<file path="config.mk">
export PLATFORM = sky130hd
export DESIGN_NAME = enc_event_arbiter
export DESIGN_NICKNAME = d
export VERILOG_FILES = /design/src/rtl/enc_pkg.sv /design/src/rtl/enc_rr_arbiter.sv /design/src/rtl/enc_event_arbiter.sv
export SDC_FILE = /design/constraint.sdc
export NUM_CORES = 1
export LEC_CHECK = 0
export CAP_MARGIN = 30
export CORE_ASPECT_RATIO = 0.7
export CORE_MARGIN = 4
export CORE_UTILIZATION = 30
export DETAILED_ROUTE_END_ITERATION = 10
export GPL_ROUTABILITY_DRIVEN = 0
export SETUP_SLACK_MARGIN = 0.15
export SYNTH_ARGS = -nofsm -noshare
export SYNTH_HDL_FRONTEND = slang
export SYNTH_SLANG_ARGS = --single-unit
export TNS_END_PERCENT = 50
</file>
<file path="constraint.sdc">
create_clock -name clk -period 8.7 [get_ports clk]
set_input_delay 1.305 -clock clk [delete_from_list [all_inputs] [get_ports clk]]
set_output_delay 1.305 -clock clk [all_outputs]
set_load 0.005 [all_outputs]
</file>
<file path="src/rtl/enc_pkg.sv">
// Shared definitions for the encoder event merge path.
//   TS_W_DEF  : default timestamp width (width of the shared free-running counter)
//   STATE_BIT : position of the line-state bit in m_axis_tuser
//   CH_LSB    : lowest bit of the channel-index field in m_axis_tuser
//   wrap_idx  : (base + off) mod n without a divider, valid for base < n and off <= n
package enc_pkg;

    localparam int TS_W_DEF  = 64;
    localparam int STATE_BIT = 0;
    localparam int CH_LSB    = 1;

    function automatic int wrap_idx(input int base, input int off, input int n);
        int s;
        s = base + off;
        if (s >= n) s = s - n;
        return s;
    endfunction

endpackage

</file>
<file path="src/rtl/enc_rr_arbiter.sv">
// Round-robin arbiter over N_CH requests.
//   clk, reset : system clock, synchronous active-high reset
//   req        : one bit per channel, 1 = channel has a held event
//   advance    : 1 = the grant is consumed this cycle (pointer moves to it)
//   gnt        : one-hot grant, first requester after the pointer
//   gnt_idx    : binary index of the granted channel
//   gnt_any    : 1 = some channel is granted
// The pointer holds the last consumed channel; after reset it sits at N_CH-1
// so channel 0 has first priority.
module enc_rr_arbiter
    import enc_pkg::*;
#(
    parameter  int N_CH = 4,
    localparam int CH_W = $clog2(N_CH)
) (
    input  logic              clk,
    input  logic              reset,
    input  logic [N_CH-1:0]   req,
    input  logic              advance,
    output logic [N_CH-1:0]   gnt,
    output logic [CH_W-1:0]   gnt_idx,
    output logic              gnt_any
);

    logic [CH_W-1:0] ptr;
    logic [CH_W-1:0] cand;

    // Scan ptr+1 .. ptr+N_CH; the first hit wins.
    always_comb begin
        gnt     = '0;
        gnt_idx = '0;
        gnt_any = 1'b0;
        cand    = '0;
        for (int k = 1; k <= N_CH; k++) begin
            cand = CH_W'(wrap_idx(int'(ptr), k, N_CH));
            if (!gnt_any && req[cand]) begin
                gnt_any    = 1'b1;
                gnt[cand]  = 1'b1;
                gnt_idx    = cand;
            end
        end
    end

    // Pointer register
    always_ff @(posedge clk) begin
        if (reset) begin
            ptr <= CH_W'(N_CH - 1);
        end else if (advance && gnt_any) begin
            ptr <= gnt_idx;
        end
    end

endmodule

</file>
<file path="src/rtl/enc_event_arbiter.sv">
// Merges N_CH encoder-reader event streams into one AXI-Stream.
//   clk, reset      : system clock, synchronous active-high reset
//   enable          : 1 = accept new events, 0 = only drain what is held
//   s_axis_tvalid   : per-channel 1-cycle event pulse (readers ignore ready)
//   s_axis_tdata    : per-channel timestamp, channel i at [i*TS_W +: TS_W]
//   s_axis_tuser    : per-channel line state after the edge
//   m_axis_tdata    : timestamp of the output word
//   m_axis_tuser    : {channel index, line state}
//   m_axis_tvalid   : output word valid
//   m_axis_tready   : downstream ready
//   ovf_clear       : pulse, clears all overflow flags (a same-cycle set wins)
//   overflow        : sticky per-channel "event lost" flags
// Each channel owns a one-entry slot because readers cannot be back-pressured.
// A slot drained by the arbiter in a cycle may accept a new event that same
// cycle, so a steady one-event-per-two-cycles source never drops.
module enc_event_arbiter
    import enc_pkg::*;
#(
    parameter  int N_CH = 4,
    parameter  int TS_W = TS_W_DEF,
    localparam int CH_W = $clog2(N_CH)
) (
    input  logic                 clk,
    input  logic                 reset,
    input  logic                 enable,
    input  logic [N_CH-1:0]      s_axis_tvalid,
    input  logic [N_CH*TS_W-1:0] s_axis_tdata,
    input  logic [N_CH-1:0]      s_axis_tuser,
    output logic [TS_W-1:0]      m_axis_tdata,
    output logic [CH_W:0]        m_axis_tuser,
    output logic                 m_axis_tvalid,
    input  logic                 m_axis_tready,
    input  logic                 ovf_clear,
    output logic [N_CH-1:0]      overflow
);

    logic [N_CH-1:0] slot_full;
    logic [TS_W-1:0] slot_ts [N_CH];
    logic [N_CH-1:0] slot_st;

    logic            out_free;
    logic [N_CH-1:0] gnt;
    logic [CH_W-1:0] gnt_idx;
    logic            gnt_any;
    logic [N_CH-1:0] drain;
    logic [N_CH-1:0] capture;
    logic [N_CH-1:0] drop;
    logic [CH_W:0]   tuser_next;

    // The output register may take a new word when empty or being accepted.
    assign out_free = !m_axis_tvalid || m_axis_tready;

    enc_rr_arbiter #(.N_CH(N_CH)) u_rr (
        .clk     (clk),
        .reset   (reset),
        .req     (slot_full),
        .advance (out_free),
        .gnt     (gnt),
        .gnt_idx (gnt_idx),
        .gnt_any (gnt_any)
    );

    assign drain   = gnt & {N_CH{out_free}};
    assign capture = {N_CH{enable}} & s_axis_tvalid & (~slot_full | drain);
    assign drop    = {N_CH{enable}} & s_axis_tvalid & slot_full & ~drain;

    always_comb begin
        tuser_next                   = '0;
        tuser_next[STATE_BIT]        = slot_st[gnt_idx];
        tuser_next[CH_LSB +: CH_W]   = gnt_idx;
    end

    // Capture stage: slot occupancy and sticky overflow
    always_ff @(posedge clk) begin
        if (reset) begin
            slot_full <= '0;
            overflow  <= '0;
        end else begin
            slot_full <= (slot_full & ~drain) | capture;
            overflow  <= drop | (overflow & ~{N_CH{ovf_clear}});
        end
    end

    // Slot payload is only meaningful while slot_full is set, so it is not reset.
    always_ff @(posedge clk) begin
        for (int i = 0; i < N_CH; i++) begin
            if (capture[i]) begin
                slot_ts[i] <= s_axis_tdata[i*TS_W +: TS_W];
                slot_st[i] <= s_axis_tuser[i];
            end
        end
    end

    // Output stage: registered AXI-Stream word, held while stalled
    always_ff @(posedge clk) begin
        if (reset) begin
            m_axis_tvalid <= 1'b0;
            m_axis_tdata  <= '0;
            m_axis_tuser  <= '0;
        end else if (out_free) begin
            m_axis_tvalid <= gnt_any;
            if (gnt_any) begin
                m_axis_tdata <= slot_ts[gnt_idx];
                m_axis_tuser <= tuser_next;
            end
        end
    end

endmodule
</file>
# [Yosys cells after proc, flatten, opt, wreduce, memory -nomap -nowiden]
# Memory sizes are Yosys's and may differ from the RTL's. A register that Yosys moved wholly into a read port is not among the register bits.
# Cells that the tools add are included.
# Widths: inputs -> output; s select.
[totals] reg_bits=18 ram_bits=256 input_bits=269 elab_cells=103 n_memories=1
[classes] add_sub_neg=8 magnitude_cmp=13 n_mux=42 bitwise=16 reduce_logical=14
[mem_list] name="slot_ts" words=4 word_bits=64 read_ports=1 rd_ports_with_merged_regs=1 wr=4 line="enc_event_arbiter.sv:38" text="logic [TS_W-1:0] slot_ts [N_CH];"
[ops] operator="$and 4x4->4" count=7
[ops] operator="$or 4x4->4" count=6
[ops] operator="$mux 1" count=21
[ops] operator="$mux 2" count=8
[ops] operator="$mux 4" count=4
[ops] operator="$lt 2x3->1 const B" count=5
[ops] operator="$not 4->4" count=3
[ops] operator="$bmux 1 s2" count=5
[ops] operator="$ge 3x3->1 const B" count=3
[ops] operator="$demux 1 s2" count=4
[ops] operator="$ge 2x1->1 const B" count=4
[ops] operator="$logic_and 1x1->1" count=8
[ops] operator="$sub 2x1->2 const B" count=4
[ops] operator="$add 2x2->3 const B" count=2
[ops] operator="$add 2x3->4 const B" count=1
[ops] operator="$ge 4x3->1 const B" count=1
[ops] operator="$logic_not 1->1" count=4
[ops] operator="$add 2x1->3 const B" count=1
[ops] operator="$reduce_and 2->1" count=1
[ops] operator="$logic_or 1x1->1" count=1

# [Depth between registers and ports, before layout]
# Gate-level depths: netlist of the first run.
[logic_depth] ltp_word=20 mapped_depth=12 depth_no_buf=8

# [Hierarchy]
# From an unflattened synthesis of the first run, not the netlist that was laid out.
[hier_totals] hier_cells=605 area_unflattened_um2=12325.6
[modules_own_cells] module="enc_event_arbiter" n_inst=1 cells_each=541 area_per_inst_um2=11788.8 seq_area_each_um2=9328.9
[modules_own_cells] module="enc_rr_arbiter" n_inst=1 cells_each=64 area_per_inst_um2=536.8 seq_area_each_um2=40.0

# [Worst setup path before layout of the first run]
# OpenSTA, ideal clock, no wires.
[synth_timing] path_kind="reg2reg" startpoint="reg u_rr.ptr[1]" endpoint="reg slot_st[0], enable pin" setup_ns=0.509 t_arrival_ns=5.609 path_slack_ns=2.581 path_stages_with_launch=10 period_less_slack_ns=6.119 cell_sequence="dfxtp_1 > buf_2 > inv_1 > ha_1 > clkbuf_1 > mux4_2 > nor4b_2 > a22o_1 > o21ai_0 > a21oi_1"
[synth_between] elab_chain_cells=18 elab_cells_between_ends=63 cone_classes="8 x add/sub; 12 x order compare; 27 x mux; 6 x bitwise; 10 x reduce/logical"
[synth_rtl] item="start: declaration" line="enc_rr_arbiter.sv:25" text="logic [CH_W-1:0] ptr;"
[synth_rtl] item="start signal: assignment" line="enc_rr_arbiter.sv:47" text="ptr <= CH_W'(N_CH - 1);"
[synth_rtl] item="start signal: assignment" line="enc_rr_arbiter.sv:49" text="ptr <= gnt_idx;"
[synth_rtl] item="branches (longest 14 deep; another with $add 2x1->3)"
[synth_rtl] item="$mux 4 *" line="enc_rr_arbiter.sv:36" text="if (!gnt_any && req[cand]) begin"
[synth_rtl] item="$and 4x4->4 *" line="enc_event_arbiter.sv:63" text="assign drain = gnt & {N_CH{out_free}};"
[synth_rtl] item="$or 4x4->4 *" line="enc_event_arbiter.sv:64" text="assign capture = {N_CH{enable}} & s_axis_tvalid & (~slot_full | drain);"
[synth_rtl] item="$and 4x4->4 *" line="enc_event_arbiter.sv:64"
[synth_rtl] item="net capture[0]" line="enc_event_arbiter.sv:46" text="logic [N_CH-1:0] capture;"
[synth_rtl] item="end signal: indexed assignment" line="enc_event_arbiter.sv:89" text="slot_st[i] <= s_axis_tuser[i];"
[synth_rtl] item="end: declaration" line="enc_event_arbiter.sv:39" text="logic [N_CH-1:0] slot_st;"
# Mark *: on every way through the listed nets, which the timed path passes. The select of a mux whose other input is x is not followed.
# A chain may end at the register's enable or synchronous reset.

==> results.yml, run 1 <==
outcome:
  status: "finished clean"
sta:
  min_period_ns: 4.804
  hold_viol_final: 0
  worstMarginPinSlew_ns: 0.9477
  rsz0062_at_grt: "no"
  max_clock_freq_mhz: 208.2
  timing.final.crit_share_pct: 55.22
  setup_tns_ns: 0
  holdWs_ns: 0.4670
  slew_headroom_pct: 36.82
  setup_viol: 0
  drv_slew: 0
  finClkSkew_ns: 0.01858
worst_setup_path:
  crit_chain: "inv_1 -> ha_1 -> mux4_2 -> nor4b_2 -> a22o_1 -> o21ai_0 -> a21oi_4 -> buf_4 -> buf_12"
  cp_max_fo: 71
  worstSetupPathType: "flop to flop"
  start_kind: "flop"
  required_ns: 8.90
  slowest_stage: "dfxtp_4"
  setup.worst_path.end_class: "flop"
  arrival_ns: 5.01
  cp_slowest_stage_delay_ns: 0.89
die:
  core_um2: 45140
  ios: 341
  dieHeight_um: 187.0
  fp-row-count: 65
  start_util_pct: 30.44
  die_width_um: 263.8
  die-area_um2: 49340
power:
  powerDensity_nw_per_um2: 319.3
  p_leak_nw: 6.244
  ir_worst_vdd_mv: 0.3470
  power.total_mw: 6.049
place:
  port_buffers: 340
  dpl.hpwl_um: 26920
synth:
  yosys.area.top_type: "edfxtp_1"
  synth_seq_area_share_pct: 68.20
  syn_nets: 1272
  synth_area_leaders: "edfxtp_1 (57%), dfxtp_1 (11%), mux2i_1 (5.0%)"
  synth.top_cell.area_share_pct: 56.83
  postSynthCellCount: 995
  synth_cell_types: 40
  syn_area_per_cell_um2: 13.81
  synth_seq_cells: 338
  synth_warnings: 0
  syn_area_um2: 13740
cells_and_area:
  finalNetCount: 1582
  drive_gt1_share_pct: 7.266
  final.fill_count: 4140
  syn_to_final_growth_pct: 37.89
worst_hold_path:
  min_path_type: "flop to flop"
cts:
  clock_latency_ns: 0.53
  path_clk_slew_ns: 0.06
  cts_root_buffer: "clkbuf_16"
  post_cts_buffers: 0
  hold_buffers: 0
  cts_max_level: 2
  clockBufferDepth: 3
  cts_resized: 0
  numCtsBuffers: 38
  tritoncts: "yes"
  cts.sinks: 338
global_route:
  grt_pass1_wl_um: 62980
  grt_util_all_layers_pct: 16.29
  grt_max_degree: 81
  grt_overflow: 0
  grt_pass1_vias: 9964
  grt_antenna_before_repair: 5
drt:
  vias: 10070
  wire_per_inst_um: 21.77
  drtIter0Drc: 908
  drt_wl_total_um: 42250
  avgViaCountPerCell: 5.186
  first_pass_iters: 4
  drc: 0
  antenna_left: 0
flow_run:
  cap_violations: 0
==> synthesized netlist by cell type <==
cell type	count
a2111o_1	1
a211oi_1	1
a21oi_1	21
a221o_1	2
a22o_1	4
a32o_1	65
a32oi_1	1
and2_1	2
buf_2	28
buf_4	10
buf_6	9
clkbuf_1	41
dfxtp_1	78
edfxtp_1	260
ha_1	8
inv_1	4
mux2i_1	68
mux4_2	4
nand2_1	78
nand2b_1	6
nand3b_1	4
nand4_1	4
nor2_1	7
nor2b_1	5
nor3_1	131
nor3_2	1
nor3b_1	3
nor4b_1	1
nor4b_2	1
o2111ai_1	1
o211ai_1	1
o21ai_0	6
o22ai_1	66
o31a_1	1
o31ai_1	66
or2_1	1
or2_2	2
or3b_1	1
or3b_2	1
or4_1	1
==> area by class of cell <==
| type | count | area, um^2 | share of cell area, % |
|---|---|---|---|
| flip-flops and latches | 338 | 9373 | 49.48 |
| multi-input cells | 565 | 3985 | 21.04 |
| repair buffers | 358 | 3576 | 18.88 |
| clock buffers | 55 | 1099 | 5.799 |
| well taps | 603 | 754.5 | 3.983 |
| clock inverters | 15 | 133.9 | 0.7067 |
| inverters | 4 | 15.01 | 0.07926 |
| diodes | 3 | 7.507 | 0.03963 |
==> final timing paths <==
kind / depth (start not counted) / to / from / slack, ns
max: 9 / slot_ts[1][35]$_DFFE_PP_ / u_rr.ptr[0]$_SDFFE_PP1P_ / 3.90
min: 1 / m_axis_tdata[5]$_SDFFE_PP0P_ / m_axis_tdata[5]$_SDFFE_PP0P_ / 0.47
max reg2reg: 9 / slot_ts[1][35]$_DFFE_PP_ / u_rr.ptr[0]$_SDFFE_PP1P_ / 3.90
min reg2reg: 1 / m_axis_tdata[5]$_SDFFE_PP0P_ / m_axis_tdata[5]$_SDFFE_PP0P_ / 0.47
==> sequential cells by signal, indices dropped and copies added (netlist names) <==
| signal | flops |
|---|---|
| slot_ts | 256 |
| m_axis_tdata | 64 |
| overflow | 4 |
| slot_full | 4 |
| slot_st | 4 |
| m_axis_tuser | 3 |
| u_rr.ptr | 2 |
| m_axis_tvalid | 1 |
==> logic make-up after synthesis <==
family                   after synthesis  share of synthesized area [%]
flip-flops                           338                          68.20
AND/OR/NAND/NOR                      249                          8.816
AO/OA/AOI/OAI                        236                          13.11
buffers and inverters                 92                          3.534
multiplexers                          72                          5.610
adder cells (fa/ha/maj)                8                         0.7286
==> cell usage in the layout, fill, tap and decap left out, types with 5 or more instances in the layout <==
cell             netlist  layout
clkdlybuf4s50_1        0     340
edfxtp_1             260     260
nor3_1               131     130
nand2_1               78      77
dfxtp_1               78      77
mux2i_1               68      68
o22ai_1               66      66
o31ai_1               66      65
a32o_1                65      65
clkbuf_16              0      41
a21oi_1               21      17
buf_4                 10      15
clkbuf_1              41      12
ha_1                   8       8
clkinv_2               0       8
nand2b_1               6       6
o21ai_0                6       6
nor2_1                 7       5
==> stage by stage <==
stage	std cells	worst slack, ns	utilization (%)	area (um^2)
2_1_floorplan	995	2.581	-	13740
4_1_cts	1936	3.250	41.86	18900
3_5_place_dp	1866	3.265	39.13	17660
3_3_place_gp	1865	3.405	39.09	17640
5_1_grt	1938	3.612	41.95	18940
6_report	1941	3.896	41.97	18940
==> worst max-delay path: cells and delay by family, from the launching register on <==
kind                     cells  cell delay [ns]
adder cells (fa/ha/maj)      1             0.59
multiplexers                 1             0.67
flip-flops                   1             0.89
buffers and inverters        3             1.05
AO/OA/AOI/OAI                3             0.65
AND/OR/NAND/NOR              1             0.60
==> where the power goes <==
part / switching [mW] / internal, mW / total (mW) / leakage, nW
registers: 0.157 / 1.97 / 2.12 / 3.07
logic: 1.39 / 0.946 / 2.33 / 2.58
clock network: 0.653 / 0.940 / 1.59 / 0.596
total: 2.20 / 3.85 / 6.05 / 6.24
==> layer usage <==
metal / up-vias / routed length (um) / share of wire (%) / GRT usage [%]
li1: 4603 / - / - / -
met5: - / 34 / 0.080 / 0
met2: 414 / 19010 / 45 / 25.45
met3: 50 / 3624 / 8.6 / 4.497
met1: 4993 / 19030 / 45 / 23.15
met4: 6 / 552 / 1.3 / 2.721
Power figures use the tool's default switching activity.
==> run 2: changes to the inputs <==
clock period = 4.75 ns   (was 8.7 ns; I/O delays follow)
==> run 2 against run 1 <==
  * Non-clock buffer count increased by 7
  * Sequential power up 79%
  * Count of clock-buffer cells in the layout down 9
  * Hold slack lost 0.0046 ns
  * Die area stayed put
  * Critical path depth did not move
  * Cell area shrank 0.13%
  * Final cell count shrank 0.10%
  * Flip-flop and latch count unchanged
  * Maximum frequency is 20% higher
  * Utilization is 0.055 points lower
  * Critical path type unchanged
  * Largest cell class unchanged
==> results.yml, run 2 (synthesis results as in run 1) <==
outcome:
  status: "finished clean"
worst_setup_path:
  cp-startpoint: "u_rr.ptr[0]$_SDFFE_PP1P_"
  worstRegToRegCells: 9
  rrSetupSlack_ns: 0.73
  required_ns: 4.88
  cp_max_fo: 90
  worstReg2RegStart: "u_rr.ptr[0]$_SDFFE_PP1P_"
  setup.worst_path.end_class: "flop"
  crit_end: "slot_ts[2][9]$_DFFE_PP_"
  worstSetupPathType: "flop to flop"
  start_kind: "flop"
  reg2reg_to: "slot_ts[2][9]$_DFFE_PP_"
  arrival_ns: 4.15
sta:
  hold_viol_final: 0
  setup_tns_ns: 0
  finClkSkew_ns: 0.01985
  slew_headroom_pct: 31.69
  setup_viol: 0
  worstMarginPinSlew_ns: 1.025
  rsz0062_at_grt: "no"
  drv_slew: 0
  timing.final.crit_share_pct: 84.56
  min_period_ns: 4.017
  max_clock_freq_mhz: 249.0
cts:
  hold_buffers: 0
  tritoncts: "yes"
  post_cts_buffers: 0
  numCtsBuffers: 36
  cts_max_level: 2
  clockBufferDepth: 3
  clock_latency_ns: 0.51
  cts_root_buffer: "clkbuf_16"
  path_clk_slew_ns: 0.06
  cts_resized: 0
  cts.sinks: 338
global_route:
  grt_antenna_before_repair: 9
  grt_pass1_wl_um: 64470
  grt_util_all_layers_pct: 16.92
  grt_pass1_vias: 10320
  grt_max_degree: 91
  grt_overflow: 0
drt:
  antenna_left: 0
  avgViaCountPerCell: 5.243
  wire_per_inst_um: 22.59
  drc: 0
  vias: 10170
  first_pass_iters: 5
  drt_wl_total_um: 43800
  drtIter0Drc: 747
power:
  ir_worst_vdd_mv: 0.4398
  p_leak_nw: 6.248
  powerDensity_nw_per_um2: 584.6
die:
  ios: 341
  fp-row-count: 65
  dieHeight_um: 187.0
  die-area_um2: 49340
  die_width_um: 263.8
  start_util_pct: 30.44
  core_um2: 45140
cells_and_area:
  final_cell_mix: "clkdlybuf4s50_1 (340), edfxtp_1 (260), nor3_1 (130)"
  drive_gt1_share_pct: 7.041
  syn_to_final_growth_pct: 37.70
  largest_reg_flops: 256
  multi_input_area_um2: 3985
  regMostFlops: "slot_ts"
  finalNetCount: 1587
  fin_util_pct: 41.91
  regArea_um2: 9373
  fin_area_um2: 18920
  top_regs: "slot_ts: 256 flops, m_axis_tdata: 64 flops"
  final_common_cell: "clkdlybuf4s50_1"
  final.fill_count: 4122
worst_hold_path:
  min_path_type: "flop to flop"
place:
  placed_area_um2: 17780
  dpl.hpwl_um: 29110
  port_buffers: 340
flow_run:
  cap_violations: 0
[run 2: changes by cell type in the layout (fill, tap and decap cells not counted)]
cell | before | now
buf_12 | 3 | 4
buf_4 | 15 | 20
buf_8 | 0 | 1
bufinv_16 | 2 | 4
clkbuf_1 | 12 | 9
clkbuf_16 | 41 | 37
clkbuf_8 | 2 | 0
clkinv_1 | 1 | 7
clkinv_2 | 8 | 5
clkinv_4 | 0 | 1
clkinvlp_4 | 4 | 0
diode_2 | 3 | 1
[run 2: area by class of cell]
class                      instances  area share, %
multi-input combinational        565          21.06
clock buffer                      46          5.073
timing repair buffer             365          19.29
inverter                           4        0.07937
sequential                       338          49.54
clock inverter                    17         0.9524
tap                              603          3.988
antenna                            1        0.01323
[run 2: how the worst min path moves through the flow]
stage / startpoint / endpoint / slack (ns) / cells after the start
after CTS: m_axis_tuser[0]$_SDFFE_PP0P_ / m_axis_tuser[0]$_SDFFE_PP0P_ / 0.47 / 1
final: m_axis_tdata[34]$_SDFFE_PP0P_ / m_axis_tdata[34]$_SDFFE_PP0P_ / 0.46 / 1
after global routing: m_axis_tdata[34]$_SDFFE_PP0P_ / m_axis_tdata[34]$_SDFFE_PP0P_ / 0.48 / 1
after detailed placement: m_axis_tuser[0]$_SDFFE_PP0P_ / m_axis_tuser[0]$_SDFFE_PP0P_ / 0.45 / 1
after global placement: m_axis_tdata[34]$_SDFFE_PP0P_ / m_axis_tdata[34]$_SDFFE_PP0P_ / 0.45 / 1
after floorplan: overflow[2]$_SDFF_PP0_ / overflow[2]$_SDFF_PP0_ / 0.46 / 2
[run 2: metrics by stage]
stage,power [mW],hold WS (ns),std cells,setup slack (ns)
2_1_floorplan,6.699,0.4614,995,0.1337
3_3_place_gp,8.262,0.4497,1874,0.8321
3_5_place_dp,8.409,0.4540,1875,0.7738
4_1_cts,11.22,0.4678,1938,0.7572
5_1_grt,11.70,0.4751,1938,0.4757
6_report,11.06,0.4624,1939,0.7334
[run 2: layer usage]
layer | up-vias | track usage (%) | share of wire, %
met1 | 5016 | 22.98 | 42
met3 | 63 | 5.273 | 9.8
met2 | 476 | 27.08 | 47
li1 | 4596 | - | -
met4 | 16 | 3.188 | 1.3
met5 | - | 0 | 0.21
[run 2: report_power, final]
part           internal, mW  leakage (nW)  switching (mW)  total, mW
combinational          1.82          2.62            2.69       4.50
clock                  1.64         0.558            1.12       2.76
sequential             3.60          3.07           0.197       3.80
total                  7.06          6.25            4.00       11.1
[run 2: worst max-delay path, cell delays in order (launching register included)]
cell and delay (ns):
dfxtp_4 0.34, buf_4 0.55, buf_4 0.91, ha_1 0.35
inv_1 0.06, a22o_1 0.21, a21oi_1 0.17, nand2b_1 0.15
nor2b_4 0.20, buf_4 0.61
